`src/rtl/card_pkg.sv`:
```
// Shared types and constants for the card shoe: state encoding, shoe geometry, LFSR taps.
// Pure definitions; no latency or flow control of its own.
package card_pkg;

    typedef enum logic [1:0] {
        ST_IDLE  = 2'd0,
        ST_PROBE = 2'd1,
        ST_DONE  = 2'd2
    } state_t;

    typedef enum logic {
        DEST_P = 1'b0,
        DEST_D = 1'b1
    } dest_t;

    localparam int NUM_RANKS      = 10;
    localparam int SUITS_PER_RANK = 4;
    localparam int TEN_MULT       = 4;
    localparam int CARDS_PER_DECK = 52;
    localparam int CARD_W         = 5;
    localparam int IDX_W          = 4;
    localparam int CNT_W          = 8;
    localparam int LFSR_W         = 16;

    // Right-shifting Galois form of x^16 + x^14 + x^13 + x^11.
    localparam logic [LFSR_W-1:0] LFSR_TAPS = 16'hB400;

    function automatic logic [IDX_W-1:0] start_idx(input logic [IDX_W-1:0] r);
        return (r >= IDX_W'(NUM_RANKS)) ? r - IDX_W'(NUM_RANKS) : r;
    endfunction

    function automatic logic [IDX_W-1:0] next_idx(input logic [IDX_W-1:0] idx);
        return (idx == IDX_W'(NUM_RANKS - 1)) ? '0 : idx + IDX_W'(1);
    endfunction

    // Index NUM_RANKS-1 pools 10/J/Q/K, hence the extra multiplier.
    function automatic logic [CNT_W-1:0] rank_full(input int idx, input int decks);
        int n;
        n = SUITS_PER_RANK * decks;
        if (idx == NUM_RANKS - 1) begin
            n = n * TEN_MULT;
        end
        return CNT_W'(n);
    endfunction

endpackage

```
`src/rtl/card_lfsr.sv`:
```
// Free-running 16-bit Galois LFSR, one step per clock, reset to SEED.
// Zero latency on the output nibble; never stalls.
module card_lfsr
    import card_pkg::*;
#(
    parameter logic [LFSR_W-1:0] SEED = 16'hACE1
) (
    input  logic             i_clk,
    input  logic             i_rst_n,
    output logic [IDX_W-1:0] o_rnd
);

    logic [LFSR_W-1:0] r_lfsr;
    logic [LFSR_W-1:0] w_lfsr_nxt;

    always_comb begin
        w_lfsr_nxt = r_lfsr >> 1;
        if (r_lfsr[0]) begin
            w_lfsr_nxt = w_lfsr_nxt ^ LFSR_TAPS;
        end
    end

    always_ff @(posedge i_clk or negedge i_rst_n) begin
        if (!i_rst_n) begin
            r_lfsr <= SEED;
        end else begin
            r_lfsr <= w_lfsr_nxt;
        end
    end

    assign o_rnd = r_lfsr[IDX_W-1:0];

endmodule

```
`src/rtl/card_shoe.sv`:
```
// Shoe of NUM_DECKS decks dealing without replacement; valid pulses 1-10 cycles after a request is accepted.
// Requests are level-held and only sampled in IDLE; player wins ties, empty shoe ignores requests.
module card_shoe
    import card_pkg::*;
#(
    parameter int              NUM_DECKS = 1,
    parameter logic [LFSR_W-1:0] LFSR_SEED = 16'hACE1
) (
    input  logic              Clock,
    input  logic              reset_n,
    input  logic              shuffle,
    input  logic              preq,
    input  logic              dreq,
    output logic [CARD_W-1:0] prandnumwire,
    output logic              pvalid,
    output logic [CARD_W-1:0] drandnumwire,
    output logic              dvalid,
    output logic              busy,
    output logic              empty,
    output logic [CNT_W-1:0]  cards_left
);

    localparam logic [CNT_W-1:0] SHOE_FULL = CNT_W'(CARDS_PER_DECK * NUM_DECKS);

    state_t            r_state;
    state_t            w_state_nxt;
    dest_t             r_dest;
    dest_t             w_accept_dest;
    logic [IDX_W-1:0]  r_idx;
    logic [CNT_W-1:0]  r_count [NUM_RANKS];
    logic [CNT_W-1:0]  r_cards_left;
    logic [CARD_W-1:0] r_pcard;
    logic [CARD_W-1:0] r_dcard;
    logic [IDX_W-1:0]  w_rnd;
    logic              w_accept;
    logic              w_hit;
    logic              w_empty;
    logic [CARD_W-1:0] w_card;

    card_lfsr #(
        .SEED (LFSR_SEED)
    ) u_lfsr (
        .i_clk   (Clock),
        .i_rst_n (reset_n),
        .o_rnd   (w_rnd)
    );

    assign w_empty = (r_cards_left == '0);
    assign w_card  = CARD_W'(r_idx) + CARD_W'(1);

    always_comb begin
        w_state_nxt   = r_state;
        w_accept      = 1'b0;
        w_accept_dest = DEST_P;
        w_hit         = 1'b0;
        unique case (r_state)
            ST_IDLE: begin
                if (!w_empty && (preq || dreq)) begin
                    w_accept      = 1'b1;
                    w_accept_dest = preq ? DEST_P : DEST_D;
                    w_state_nxt   = ST_PROBE;
                end
            end
            ST_PROBE: begin
                if (r_count[r_idx] != '0) begin
                    w_hit       = 1'b1;
                    w_state_nxt = ST_DONE;
                end
            end
            ST_DONE: begin
                w_state_nxt = ST_IDLE;
            end
            default: begin
                w_state_nxt = ST_IDLE;
            end
        endcase
        // A refill aborts whatever is in flight, including a hit this cycle.
        if (shuffle) begin
            w_state_nxt = ST_IDLE;
            w_accept    = 1'b0;
            w_hit       = 1'b0;
        end
    end

    always_ff @(posedge Clock or negedge reset_n) begin
        if (!reset_n) begin
            r_state <= ST_IDLE;
        end else begin
            r_state <= w_state_nxt;
        end
    end

    always_ff @(posedge Clock or negedge reset_n) begin
        if (!reset_n) begin
            r_idx  <= '0;
            r_dest <= DEST_P;
        end else if (w_accept) begin
            r_idx  <= start_idx(w_rnd);
            r_dest <= w_accept_dest;
        end else if (r_state == ST_PROBE && !w_hit) begin
            r_idx  <= next_idx(r_idx);
        end
    end

    always_ff @(posedge Clock or negedge reset_n) begin
        if (!reset_n) begin
            for (int i = 0; i < NUM_RANKS; i++) begin
                r_count[i] <= rank_full(i, NUM_DECKS);
            end
            r_cards_left <= SHOE_FULL;
        end else if (shuffle) begin
            for (int i = 0; i < NUM_RANKS; i++) begin
                r_count[i] <= rank_full(i, NUM_DECKS);
            end
            r_cards_left <= SHOE_FULL;
        end else if (w_hit) begin
            r_count[r_idx] <= r_count[r_idx] - CNT_W'(1);
            r_cards_left   <= r_cards_left - CNT_W'(1);
        end
    end

    always_ff @(posedge Clock or negedge reset_n) begin
        if (!reset_n) begin
            r_pcard <= '0;
            r_dcard <= '0;
        end else if (w_hit) begin
            if (r_dest == DEST_P) begin
                r_pcard <= w_card;
            end else begin
                r_dcard <= w_card;
            end
        end
    end

    assign prandnumwire = r_pcard;
    assign drandnumwire = r_dcard;
    assign pvalid       = (r_state == ST_DONE) && (r_dest == DEST_P);
    assign dvalid       = (r_state == ST_DONE) && (r_dest == DEST_D);
    assign busy         = (r_state != ST_IDLE);
    assign empty        = w_empty;
    assign cards_left   = r_cards_left;

    a_single_valid: assert property (@(posedge Clock) disable iff (!reset_n)
        !(pvalid && dvalid));

    a_no_underflow: assert property (@(posedge Clock) disable iff (!reset_n)
        w_hit |-> (r_cards_left != '0));

endmodule

```
`config.mk`:
```
export PLATFORM = sky130hd
export DESIGN_NAME = card_shoe
export DESIGN_NICKNAME = d
export VERILOG_FILES = /design/src/rtl/card_pkg.sv /design/src/rtl/card_lfsr.sv /design/src/rtl/card_shoe.sv
export SDC_FILE = /design/constraint.sdc
export NUM_CORES = 1
export LEC_CHECK = 0
export CAP_MARGIN = 25
export CORE_MARGIN = 2
export CORE_UTILIZATION = 60
export CTS_BUF_LIST = sky130_fd_sc_hd__clkbuf_16
export DETAILED_ROUTE_END_ITERATION = 16
export PLACE_DENSITY = 0.79
export SLEW_MARGIN = 20
export SYNTH_ARGS = -nofsm -noshare
export SYNTH_HDL_FRONTEND = slang
export SYNTH_SLANG_ARGS = --single-unit
```
`constraint.sdc`:
```
create_clock -name Clock -period 7.8 [get_ports Clock]
set_input_delay 1.56 -clock Clock [delete_from_list [all_inputs] [get_ports Clock]]
set_output_delay 1.56 -clock Clock [all_outputs]
set_load 0.01 [all_outputs]
```
==> flow_summary.yaml <==
run_status:
  outcome: "finished clean"
worst_setup_path:
  critPathKind: "flip-flop to flip-flop"
  required_ns: 8.09
  worstPathCellList: "buf_4 > mux4_2 > a221oi_1 > or2_2 > ha_1 > and3_1 > a21oi_2 > and3_1 > mux2_1"
  cpMostUsedCell: "and3_1"
  setup.worst_path.start_class: "flip-flop"
  worstPathArrival_ns: 4.28
  critPathSlowestCell: "mux4_2"
  critPathMaxFanout: 29
  cp_slowest_stage_delay_ns: 0.59
  critPathCaptureType: "flip-flop"
finish:
  final_common_cell: "dfrtp_1"
  drive_above_1_share_pct: 17.6
  areaGrowthSynthToFinish_pct: 15.0
  antenna_cells: 0
  mostFrequentLayoutCells: "100 x dfrtp_1, 64 x nor2_1, 47 x nand2_1"
  nNetsFinal: 558
logic_synthesis:
  synth_compound_area_share_pct: 12.5
  syn_area_per_cell_um2: 11.1
  yosys.area_share.simple_pct: 11.8
  synth_top_family_by_area: "multiplexers"
  yosysSeqAreaShare_pct: 51.9
  syn-cell-area_um2: 5880
  synth_adder_area_share_pct: 1.91
  synthCells: 528
  syn_nets: 542
  async_reset_ff_share_pct: 100
  yosysTopAreaCell: "dfrtp_1"
  ys.flop_type: "dfrtp_1"
  ys_seq_elements: 121
  synth_cell_types: 52
  synthMuxAreaShare_pct: 16.5
  yosysWarnings: 0
  synth_top_area_share_pct: 42.5
  synth_area_leaders: "dfrtp_1 43%, dfstp_2 9.4%, mux2i_1 7.7%"
  synth_xor_area_share_pct: 1.64
  synth-edff-count: 0
floorplanning:
  start_util_pct: 61.0
  core_area_um2: 9640
  die-area_um2: 10600
  ios: 27
  die_w_um: 103
  num_rows: 36
  dieHeight_um: 103
timing:
  hold_viol: 0
  relSlewSlack_pct: 32.3
  fin_crit_ns: 3.99
  timing.hold.ws_ns: 0.353
  drv_slew: 0
  timing.final.crit_share_pct: 51.1
  fmax_mhz: 251
  rsz0062_at_grt: "no"
  fin_tns_setup_ns: 0
  setup_violations: 0
  skew_ns: 0.00614
  worst_pin_slew_ns: 1.01
clock_network:
  clock_path_buffers: 2
  cts_resized: 0
  cts_root_buf: "clkbuf_16"
  htree_levels: 4
  cts_hold_buf: 0
  clock-sinks: 121
  cts_tree: "built"
  cts_buffers: 17
  clkLatencyLatePin_ns: 0.42
  clk_pin_slew_ns: 0.05
  cts_setup_buffers: 0
pwr:
  p_per_area_nw_per_um2: 314
  leakagePower_uw: 0.00278
  ir_worst_vdd_mv: 0.166
route:
  drc_errors: 0
  ant_nets: 0
  first_iter_violations: 346
  vias: 4269
  first_pass_iters: 5
  routed_wl_um: 13000
  via_per_inst: 6.19
  routedWlPerCell_um: 18.9
hold_path:
  hold_path.class: "flip-flop to flip-flop"
grt:
  grt_max_degree: 67
  grt_pass1_vias: 4225
  antenna_found_initial: 0
  grt.total_usage_pct: 27.3
  grt_first_pass_wirelength_um: 21500
  gr-total-overflow: 0
placement:
  port_buffers: 26
  dp_hpwl_um: 7800
  gp_congestion: 0.805
job:
  maxCapViolations: 0
## cell families after synthesis
group	count (synthesis)
buf+inv	49
compound gates	113
simple gates	150
fa+ha+maj	9
flops	121
xor+xnor	11
mux	75
## metrics by stage
| stage | std cells | setup slack (ns) | cell area, um2 | total power (uW) | utilization, % |
|---|---|---|---|---|---|
| final | 690 | 3.81 | 6760 | 2120 | 70.2 |
| after global placement | 658 | 3.95 | 6190 | 1340 | 64.3 |
| after detailed placement | 658 | 3.86 | 6190 | 1370 | 64.3 |
| after floorplan | 528 | 4.26 | 5880 | 1200 | - |
| after CTS | 690 | 3.85 | 6760 | 2140 | 70.2 |
| after global routing | 690 | 3.63 | 6760 | 2230 | 70.2 |
## path summary, 6_finish.rpt
kind                                        from          endpoint  slack (ns)  cells after the start
worst max-delay path                    r_idx[0]   drandnumwire[0]        3.81                      9
worst min-delay path            u_lfsr.r_lfsr[9]  u_lfsr.r_lfsr[8]        0.35                      0
worst max register to register          r_idx[0]   drandnumwire[0]        3.81                      9
worst min register to register  u_lfsr.r_lfsr[9]  u_lfsr.r_lfsr[8]        0.35                      0
max in group asynchronous                reset_n       r_count[36]        5.36                      2
min in group asynchronous                reset_n     cards_left[6]        1.18                      1
## state kept, by name (all words and copies together), names as in the netlist
name           cells
r_dest             1
u_lfsr.r_lfsr     16
r_state            2
r_count           80
r_idx              4
cards_left         8
prandnumwire       5
drandnumwire       5
## power by group
group | internal, uW | leakage [uW] | total (uW) | switching, uW
Combinational | 243 | 0.000881 | 649 | 406
Clock | 490 | 0.000296 | 753 | 263
Sequential | 684 | 0.00160 | 722 | 38.7
Total | 1420 | 0.00278 | 2120 | 708
## critical path, delay by kind of cell, from the launching register on
| kind | cells | cell delay [ns] |
|---|---|---|
| compound gates | 2 | 0.73 |
| fa+ha+maj | 1 | 0.19 |
| buf+inv | 1 | 0.44 |
| flops | 1 | 0.32 |
| mux | 2 | 0.94 |
| simple gates | 3 | 1.23 |
## synth_stat cells, drive strengths merged (9+ instances only)
master	n
dfrtp	100
nor2	64
nand2	47
o21ai	47
mux2i	45
a211oi	26
clkbuf	22
dfstp	21
buf	16
mux4	16
mux2	14
a21oi	13
inv	10
ha	9
## metal layers
layer	track usage (%)	wire, um
met1	36.1	5520
met2	42.9	6370
met3	7.66	832
met4	11.1	322
met5	0	0
## cell type report
| type | instances | area, um2 |
|---|---|---|
| clock inverter | 15 | 143 |
| inverter | 11 | 41.3 |
| multi-input combinational | 358 | 2610 |
| sequential | 121 | 3050 |
| clock buffer | 17 | 425 |
| timing repair buffer | 35 | 320 |
| tap | 133 | 166 |
| fill | 693 | 2880 |
Note: power is estimated with default switching activity, not from simulation.
